**src/rtl/segre_mem_arbiter.sv**
```systemverilog
// Shares the main-memory line port between icache refills, dcache refills and dcache writebacks.
// Define SEGRE_MEM_ARB_PERF_EN to add the perf_*_o event and stall counters.
module segre_mem_arbiter #(
    parameter int unsigned MAX_STARVE = 4,
    parameter int unsigned ADDR_W     = 32,
    parameter int unsigned LINE_BYTES = 16
) (
    input  logic                    clk_i,
    input  logic                    rsn_i,
    input  logic                    ic_rd_i,
    input  logic [ADDR_W-1:0]       ic_addr_i,
    output logic                    ic_rcvd_o,
    input  logic                    dc_rd_i,
    input  logic                    dc_wr_i,
    input  logic [ADDR_W-1:0]       dc_addr_i,
    input  logic [ADDR_W-1:0]       dc_wb_addr_i,
    input  logic [LINE_BYTES*8-1:0] dc_wb_line_i,
    output logic                    dc_rcvd_o,
    output logic [LINE_BYTES*8-1:0] line_o,
    output logic                    mem_req_o,
    output logic                    mem_we_o,
    output logic [ADDR_W-1:0]       mem_addr_o,
    output logic [LINE_BYTES*8-1:0] mem_wdata_o,
    input  logic                    mem_ack_i,
    input  logic [LINE_BYTES*8-1:0] mem_rdata_i,
    output logic                    busy_o
`ifdef SEGRE_MEM_ARB_PERF_EN
    ,
    output logic [31:0]             perf_ic_reads_o,
    output logic [31:0]             perf_dc_reads_o,
    output logic [31:0]             perf_wbs_o,
    output logic [31:0]             perf_stall_cycles_o
`endif
);

    localparam int unsigned        LineW     = LINE_BYTES * 8;
    localparam logic [ADDR_W-1:0]  OffMask   = ADDR_W'(LINE_BYTES - 1);
    localparam logic [3:0]         MaxStarve = 4'(MAX_STARVE);

    typedef enum logic [1:0] {StIdle, StMem, StResp} state_e;

    state_e             state_q, state_d;
    logic               owner_ic_q, owner_ic_d;
    logic               we_q, we_d;
    logic [ADDR_W-1:0]  addr_q, addr_d;
    logic [LineW-1:0]   wdata_q, wdata_d;
    logic [LineW-1:0]   line_q, line_d;
    logic               wb_valid_q, wb_valid_d;
    logic               wb_inflight_q, wb_inflight_d;
    logic [ADDR_W-1:0]  wb_addr_q, wb_addr_d;
    logic [LineW-1:0]   wb_line_q, wb_line_d;
    logic [3:0]         starve_q, starve_d;
    logic               grant_ic, grant_dc;

    always_comb begin
        state_d       = state_q;
        owner_ic_d    = owner_ic_q;
        we_d          = we_q;
        addr_d        = addr_q;
        wdata_d       = wdata_q;
        line_d        = line_q;
        wb_valid_d    = wb_valid_q;
        wb_inflight_d = wb_inflight_q;
        wb_addr_d     = wb_addr_q;
        wb_line_d     = wb_line_q;
        grant_ic      = 1'b0;
        grant_dc      = 1'b0;
        unique case (state_q)
            StIdle: begin
                if (wb_valid_q) begin
                    state_d       = StMem;
                    owner_ic_d    = 1'b0;
                    we_d          = 1'b1;
                    addr_d        = wb_addr_q & ~OffMask;
                    wdata_d       = wb_line_q;
                    wb_inflight_d = 1'b1;
                end else if (dc_rd_i && (!ic_rd_i || starve_q < MaxStarve)) begin
                    grant_dc   = 1'b1;
                    state_d    = StMem;
                    owner_ic_d = 1'b0;
                    we_d       = 1'b0;
                    addr_d     = dc_addr_i & ~OffMask;
                end else if (ic_rd_i) begin
                    grant_ic   = 1'b1;
                    state_d    = StMem;
                    owner_ic_d = 1'b1;
                    we_d       = 1'b0;
                    addr_d     = ic_addr_i & ~OffMask;
                end
            end
            StMem: begin
                if (mem_ack_i) begin
                    if (we_q) begin
                        state_d       = StIdle;
                        wb_valid_d    = wb_valid_q & ~wb_inflight_q;
                        wb_inflight_d = 1'b0;
                    end else begin
                        line_d  = mem_rdata_i;
                        state_d = StResp;
                    end
                end
            end
            StResp:  state_d = StIdle;
            default: state_d = StIdle;
        endcase
        // A new writeback always takes the buffer; the copy being written lives in wdata_q.
        if (dc_wr_i) begin
            wb_valid_d    = 1'b1;
            wb_addr_d     = dc_wb_addr_i;
            wb_line_d     = dc_wb_line_i;
            wb_inflight_d = 1'b0;
        end
    end

    always_comb begin
        starve_d = starve_q;
        if (!ic_rd_i || grant_ic) begin
            starve_d = '0;
        end else if (grant_dc && starve_q != MaxStarve) begin
            starve_d = starve_q + 4'd1;
        end
    end

    always_ff @(posedge clk_i or negedge rsn_i) begin
        if (!rsn_i) begin
            state_q       <= StIdle;
            owner_ic_q    <= 1'b0;
            we_q          <= 1'b0;
            addr_q        <= '0;
            wdata_q       <= '0;
            line_q        <= '0;
            wb_valid_q    <= 1'b0;
            wb_inflight_q <= 1'b0;
            wb_addr_q     <= '0;
            wb_line_q     <= '0;
            starve_q      <= '0;
        end else begin
            state_q       <= state_d;
            owner_ic_q    <= owner_ic_d;
            we_q          <= we_d;
            addr_q        <= addr_d;
            wdata_q       <= wdata_d;
            line_q        <= line_d;
            wb_valid_q    <= wb_valid_d;
            wb_inflight_q <= wb_inflight_d;
            wb_addr_q     <= wb_addr_d;
            wb_line_q     <= wb_line_d;
            starve_q      <= starve_d;
        end
    end

    assign mem_req_o   = (state_q == StMem);
    assign mem_we_o    = (state_q == StMem) & we_q;
    assign mem_addr_o  = addr_q;
    assign mem_wdata_o = wdata_q;
    assign line_o      = line_q;
    assign ic_rcvd_o   = (state_q == StResp) & owner_ic_q;
    assign dc_rcvd_o   = (state_q == StResp) & ~owner_ic_q;
    assign busy_o      = (state_q != StIdle) | wb_valid_q;

`ifdef SEGRE_MEM_ARB_PERF_EN
    logic [31:0] perf_ic_q, perf_dc_q, perf_wb_q, perf_stall_q;
    logic        ic_waiting, dc_waiting;

    assign ic_waiting = ic_rd_i & ~(state_q == StMem & owner_ic_q);
    assign dc_waiting = (dc_rd_i & ~(state_q == StMem & ~owner_ic_q & ~we_q)) |
                        (wb_valid_q & ~wb_inflight_q);

    always_ff @(posedge clk_i or negedge rsn_i) begin
        if (!rsn_i) begin
            perf_ic_q    <= '0;
            perf_dc_q    <= '0;
            perf_wb_q    <= '0;
            perf_stall_q <= '0;
        end else begin
            if (state_q == StMem && mem_ack_i) begin
                if (we_q)            perf_wb_q <= perf_wb_q + 32'd1;
                else if (owner_ic_q) perf_ic_q <= perf_ic_q + 32'd1;
                else                 perf_dc_q <= perf_dc_q + 32'd1;
            end
            if ((state_q == StIdle || state_q == StMem) && (ic_waiting || dc_waiting)) begin
                perf_stall_q <= perf_stall_q + 32'd1;
            end
        end
    end

    assign perf_ic_reads_o     = perf_ic_q;
    assign perf_dc_reads_o     = perf_dc_q;
    assign perf_wbs_o          = perf_wb_q;
    assign perf_stall_cycles_o = perf_stall_q;
`endif

    // Memory may only complete the transaction it was handed.
    assert property (@(posedge clk_i) disable iff (!rsn_i) mem_ack_i |-> state_q == StMem);
    // A second writeback may only land while the buffered one is being issued.
    assert property (@(posedge clk_i) disable iff (!rsn_i)
        dc_wr_i |-> (!wb_valid_q || wb_inflight_q || state_q == StIdle));

endmodule
```
**config.mk**
```make
export PLATFORM = sky130hd
export DESIGN_NAME = segre_mem_arbiter
export DESIGN_NICKNAME = d
export VERILOG_FILES = /design/src/rtl/segre_mem_arbiter.sv
export SDC_FILE = /design/constraint.sdc
export NUM_CORES = 1
export LEC_CHECK = 0
export ABC_CLOCK_PERIOD_IN_PS = 3000
export CORE_AREA = 5 5 248 250
export DETAILED_ROUTE_END_ITERATION = 6
export DIE_AREA = 0 0 253 255
export GPL_ROUTABILITY_DRIVEN = 0
export GPL_TIMING_DRIVEN = 0
export PLACE_DENSITY = 0.61
export SYNTH_ARGS = -nofsm -noshare
export SYNTH_HDL_FRONTEND = slang
export SYNTH_SLANG_ARGS = --single-unit
```
**constraint.sdc**
```tcl
create_clock -name clk_i -period 3 [get_ports clk_i]
set_input_delay 0.6 -clock clk_i [delete_from_list [all_inputs] [get_ports clk_i]]
set_output_delay 0.6 -clock clk_i [all_outputs]
set_load 0.01 [all_outputs]
```
==> impl_metrics.ini, run 1 <==
[timing]
highest_clock_frequency_the_design_can_meet_mhz = 354
setup-violations-final = 0
worst_pin_slew_ns = 0.996
finalHoldViolations = 0
setup_repair_after_global_routing_missed_its_margin = no
final_period_minus_worst_setup_slack_ns = 2.82
max_transition_viols_final = 0
final_worst_path_period_share = 0.941
fin_worst_skew_ns = 0.0156
max-slew-margin-rel = 0.336
final.hold.worst_slack_ns = 0.0813

[setup_path]
critical_path.startpoint_type = flip-flop
critPathKind = flip-flop to output pin
endpoint = busy_o
crit-reg2reg-capture = mem_wdata_o[33]
ff2ff_path_depth = 4
crit_path_end_kind = output pin
critical-path-slowest-cell = clkdlybuf4s50_1
setup_slack_reg_to_reg_ns = 0.59
timing.rr.start = state_q[1]
cell_chain_critical_path = nor3_2 > inv_1 > clkdlybuf4s50_1
worst-path-max-fanout = 7
cp-startpoint = state_q[1]
crit_required_ns = 2.40
slowest_delay_ns = 0.61
arrival_ns = 2.22

[route]
drt_pass1_iterations = 4
postRouteWirelength_mm = 57.2
route.antenna.remaining_nets = 0
initial_drc_count = 432
detail_route.wl_per_cell_um = 21.7
viasPerCell = 4.52
routed-via-count = 11904
remaining_drc_errors = 0

[yosys]
ys_seq_area_frac = 0.646
synthAdderAreaFrac = 0.00143
synth.cell_area_sq_um = 17400
syn_inst = 1115
post_synth_and_or_nand_nor_area_fraction = 0.0240
synth-compound-area-share = 0.0380
post_syn_area_per_cell_sq_um = 15.6
synth_xor_xnor_area_share = 0
synth_top_family_by_area = multiplexers
synth_largest_type_area_fraction = 0.646
synth_largest_area_cell = dfrtp_1
yosys_warnings = 0
muxShareOfSynthArea = 0.266
post_synthesis_sequential_element_count = 450
synthDistinctLibCells = 33
synth_area_leaders = dfrtp_1, mux2_2, mux2_1, a31o_2, o31ai_1

[clock_tree]
ctsLongestPathBuffers = 3
path_clk_slew_ns = 0.05
cts_setup_buffers = 0
cts_tree = built
clock_tree.root_cell = clkbuf_16
cts-buffers-inserted = 52
clock_insertion_delay_worst_skew_ns = 0.57
clock_sink_count = 450
cts_htree_levels = 2

[grt]
grtUsageTotal = 0.170
overflow = 0
grt_max_degree = 125
antenna_found_initial = 23
global_route_wire_length_before_repair_mm = 83.4
grt_pass1_vias = 13096

[finish]
drive_gt1_frac = 0.256
area.growth.synth_to_final_pct = 52.4
layout_commonest_cell = clkdlybuf4s50_1
finalNetCount = 2168
final_area_sq_um = 26600
mostFrequentLayoutCells = clkdlybuf4s50_1, dfrtp_1, mux2_2

[run_status]
outcome = finished, final reports clean

[die]
coreArea_sq_um = 58800
floorplan.initialDensity = 0.297
die_area_sq_um = 64500
io_pins = 651
fp.dieH_um = 255
rows = 89
die_width_um = 253

[power_and_ir_drop]
power.ir.vdd_worst_mv = 0.547
p_leak_nw = 11.0
power_per_cell_area_nw_per_um2 = 973

[worst_hold_path]
hold_path_class = input pin to async pin

[placed_design]
port_buffers = 633
detailed_place_hpwl_mm = 44.6
placed_area_sq_um = 24800

[flow_run]
maxCapViolCount = 0
[how the worst min path moves through the flow]
| stage | from | endpoint | slack, ns |
|---|---|---|---|
| global route | rsn_i | wb_line_q[25] | 0.13 |
| finish | rsn_i | wb_line_q[23] | 0.08 |
| CTS | rsn_i | mem_wdata_o[14] | 0.09 |
| floorplan | rsn_i | line_o[0] | 0.30 |
| detailed placement | mem_addr_o[26] | mem_addr_o[26] | 0.47 |
| global placement | mem_addr_o[6] | mem_addr_o[6] | 0.46 |
[timing repair]
item / 4_1_cts / 5_1_grt
gates resized for setup: 1 / 0
endpoints found under the setup margin: 1 / 0
hold buffers: 0 / 0
[registers in the layout, summed over array words and instances, names as in the netlist]
register / flops
we_q: 1
owner_ic_q: 1
state_q: 2
wb_addr_q: 28
wb_valid_q: 1
wb_inflight_q: 1
line_o: 128
mem_wdata_o: 128
wb_line_q: 128
mem_addr_o: 28
starve_q: 4
[power breakdown]
group,internal [W],leakage [nW],switching (W)
sequential,0.00830,5.32,0.00113
combinational,0.00596,4.81,0.00425
clock,0.00372,0.839,0.00250
total,0.0180,11.0,0.00788
[stage by stage]
stage          power [W]  setup TNS, ns  setup WS (ns)  instances   util
3_3_place_gp      0.0198       -8308.63         -18.53       2524  0.421
3_5_place_dp      0.0200              0          0.142       2527  0.422
5_1_grt           0.0273              0        0.00955       2624  0.452
4_1_cts           0.0263              0          0.110       2619  0.451
6_report          0.0259              0          0.178       2635  0.452
2_1_floorplan     0.0137              0           1.33       1118      -
[logic make-up (layout without fill, tap and decap cells)]
kind of cell,count (synthesis),in the layout
AO/OA/AOI/OAI,94,94
adder cells (fa/ha/maj),2,2
buffers and inverters,76,804
flip-flops,450,450
multiplexers,412,412
other,1,20
AND/OR/NAND/NOR,80,80
[layout make-up]
cell class / count / area, sq um
plain buffers: 72 / 414
diodes: 16 / 40.0
multi-input cells: 592 / 5770
flip-flops and latches: 450 / 11300
fillers: 5272 / 32200
inverters: 4 / 15.0
clock inverters: 16 / 148
repair buffers: 636 / 6420
clock buffers: 76 / 1540
well taps: 773 / 967
[critical path, delay by kind of cell, from the launching register on]
family	cells	cell delay, ns
flip-flops	1	0.48
buffers and inverters	2	0.74
AND/OR/NAND/NOR	1	0.43
[per-layer routing]
layer / wire length, um / global-route usage / part of all wire / up-vias
met4: 1720 / 0.0565 / 0.030 / 18
met5: 124 / 0 / 0.0022 / -
met2: 28500 / 0.292 / 0.50 / 426
met3: 5930 / 0.0788 / 0.10 / 101
met1: 20900 / 0.186 / 0.36 / 5983
li1: - / - / - / 5376
[cells in the mapped netlist]
cell	n
dfrtp_1	450
mux2_2	303
mux2_1	109
buf_2	34
nand2_1	33
a21oi_1	30
a31o_2	28
nor2b_1	28
o31ai_1	28
clkbuf_1	18
buf_6	10
buf_4	7
inv_1	4
nor2_1	4
nor3_1	4
buf_1	3
a21o_1	2
and2_1	2
ha_1	2
nor3b_2	2
o21ai_0	2
a21bo_2	1
a21boi_0	1
a32o_1	1
and3_1	1
and3b_1	1
conb_1	1
nand2b_1	1
nand3_1	1
nand4_1	1
nor3b_1	1
o21ai_1	1
or3_1	1
No activity file was read; power rests on OpenSTA's default activity.
==> run 2, diff against run 1 <==
--- a/config.mk
+++ b/config.mk
@@ -12,6 +12,7 @@
 export GPL_ROUTABILITY_DRIVEN = 0
 export GPL_TIMING_DRIVEN = 0
 export PLACE_DENSITY = 0.61
+export SLEW_MARGIN = 20
 export SYNTH_ARGS = -nofsm -noshare
 export SYNTH_HDL_FRONTEND = slang
 export SYNTH_SLANG_ARGS = --single-unit
==> run 2 against run 1 <==
Effect of this change:
- die area stayed put
- clock skew is 0.0050 ns lower
- setup slack worse by 0.038 ns
- hold slack worse by 0.0088 ns
- global-route usage is 0.065 points higher
- critical path depth stayed put
- sequential power hardly changed
- register-to-register slack worse by 0.08 ns
- wire length hardly changed
- largest cell class unchanged
==> impl_metrics.ini, run 2 (synthesis gave the netlist of run 1 again) <==
[power_and_ir_drop]
power.share.clock = 0.237
netSwitchingFraction = 0.304
power.ir.vdd_worst_mv = 0.591
p_leak_nw = 11.0
combPwrFrac = 0.396
power.net_switching_w = 0.00784
power_w = 0.0258
seqPwrFrac = 0.366
power_per_cell_area_nw_per_um2 = 970
internal_power_w = 0.0179

[timing]
setup_repair_after_global_routing_missed_its_margin = no
final.hold.worst_slack_ns = 0.0725
setup-violations-final = 0
fin_worst_skew_ns = 0.0106
worst_pin_slew_ns = 0.924
final_period_minus_worst_setup_slack_ns = 2.86
max_transition_viols_final = 0
fin_ws_ns = 0.140
max-slew-margin-rel = 0.384
highest_clock_frequency_the_design_can_meet_mhz = 350
final_worst_path_period_share = 0.953
finalHoldViolations = 0
total_neg_setup_slack_ns = 0

[clock_tree]
cts-buffers-inserted = 50
clock_sink_count = 450
cts_hold_repair.buffers = 0
ctsLongestPathBuffers = 3
cts_setup_buffers = 0
clock_insertion_delay_worst_skew_ns = 0.57
clock_tree.root_cell = clkbuf_16
path_clk_slew_ns = 0.06
cts_htree_levels = 2
cts_tree = built

[route]
routed-via-count = 11947
remaining_drc_errors = 0
postRouteWirelength_mm = 57.2
detail_route.wl_per_cell_um = 21.8
route.antenna.remaining_nets = 0
viasPerCell = 4.54
drt_pass1_iterations = 4
initial_drc_count = 332

[die]
fp.dieH_um = 255
floorplan.initialDensity = 0.297
die_area_sq_um = 64500
die_width_um = 253
coreArea_sq_um = 58800
rows = 89
io_pins = 651

[finish]
final_area_sq_um = 26600
area.growth.synth_to_final_pct = 52.3
mostFrequentLayoutCells = clkdlybuf4s50_1, dfrtp_1, mux2_2
drive_gt1_frac = 0.255
fill_cells = 5297
layout_commonest_cell = clkdlybuf4s50_1
finalNetCount = 2167

[placed_design]
detailed_place_hpwl_mm = 44.8
placed_area_sq_um = 24900
placement.setup.worst_slack_ns = 0.142
port_buffers = 633

[grt]
grt_pass1_vias = 13211
overflow = 0
grtUsageTotal = 0.170
global_route_wire_length_before_repair_mm = 83.7
grt_max_degree = 100
antenna_found_initial = 20

[setup_path]
critPathKind = flip-flop to output pin
arrival_ns = 2.26
ff2ff_path_depth = 4
crit_path_end_kind = output pin
critical_path.startpoint_type = flip-flop
worst-path-max-fanout = 7
crit_required_ns = 2.40

[run_status]
outcome = finished, final reports clean

[flow_run]
maxCapViolCount = 0

[worst_hold_path]
hold_path_class = input pin to async pin
run 2: changes by cell type in the layout (fill, tap and decap cells not counted):
cell,delta
buf_16,+1
clkinvlp_4,+1
clkbuf_8,+2
clkbuf_16,-2
diode_2,-4
clkinv_2,-2
clkbuf_1,-1
clkinv_4,-1
run 2: metrics by stage:
step	utilization	cells
4_1_cts	0.451	2617
3_5_place_dp	0.423	2528
3_3_place_gp	0.421	2524
2_1_floorplan	-	1118
5_1_grt	0.451	2620
6_report	0.452	2629
run 2: final cells by class:
type | count | area (sq um) | area share
Sequential cell | 450 | 11300 | 0.424
Timing Repair Buffer | 637 | 6450 | 0.243
Multi-Input combinational cell | 592 | 5770 | 0.217
Clock buffer | 75 | 1520 | 0.0571
Tap cell | 773 | 967 | 0.0364
Buffer | 72 | 414 | 0.0156
Clock inverter | 14 | 136 | 0.00514
Antenna cell | 12 | 30.0 | 0.00113
Inverter | 4 | 15.0 | 0.000565
run 2: timing repair:
item,4_1_cts,5_1_grt
endpoints found under the hold margin,0,0
resized for setup,1,0
setup endpoints to repair,1,0
run 2: routing by layer:
metal,track usage,up-vias,wire length [um]
met2,0.294,420,28500
met5,0,-,105
met4,0.0594,18,1770
li1,-,5362,-
met3,0.0749,112,5920
met1,0.188,6035,20900
run 2: worst max-delay path, stage by stage, from the launching register on:
cell             delay [ns]
dfrtp_1                0.48
nor3_2                 0.43
inv_1                  0.13
clkdlybuf4s50_1        0.63
run 2: power groups by stage:
stage,clock (W),combinational [W],sequential [W]
after floorplan,0,0.00339,0.0103
after CTS,0.00636,0.0105,0.00947
after global routing,0.00658,0.0109,0.00973
after detailed placement,0,0.0104,0.00955
after global placement,0,0.0103,0.00948
final,0.00612,0.0102,0.00944
run 2: worst paths after layout:
kind / startpoint / end / slack, ns
max: state_q[1] / busy_o / 0.14
min: rsn_i / wb_line_q[25] / 0.07
max reg2reg: state_q[1] / mem_wdata_o[11] / 0.51
min reg2reg: mem_addr_o[4] / mem_addr_o[4] / 0.48
max in group asynchronous: rsn_i / line_o[110] / 1.50
min in group clk_i: mem_addr_o[4] / mem_addr_o[4] / 0.48
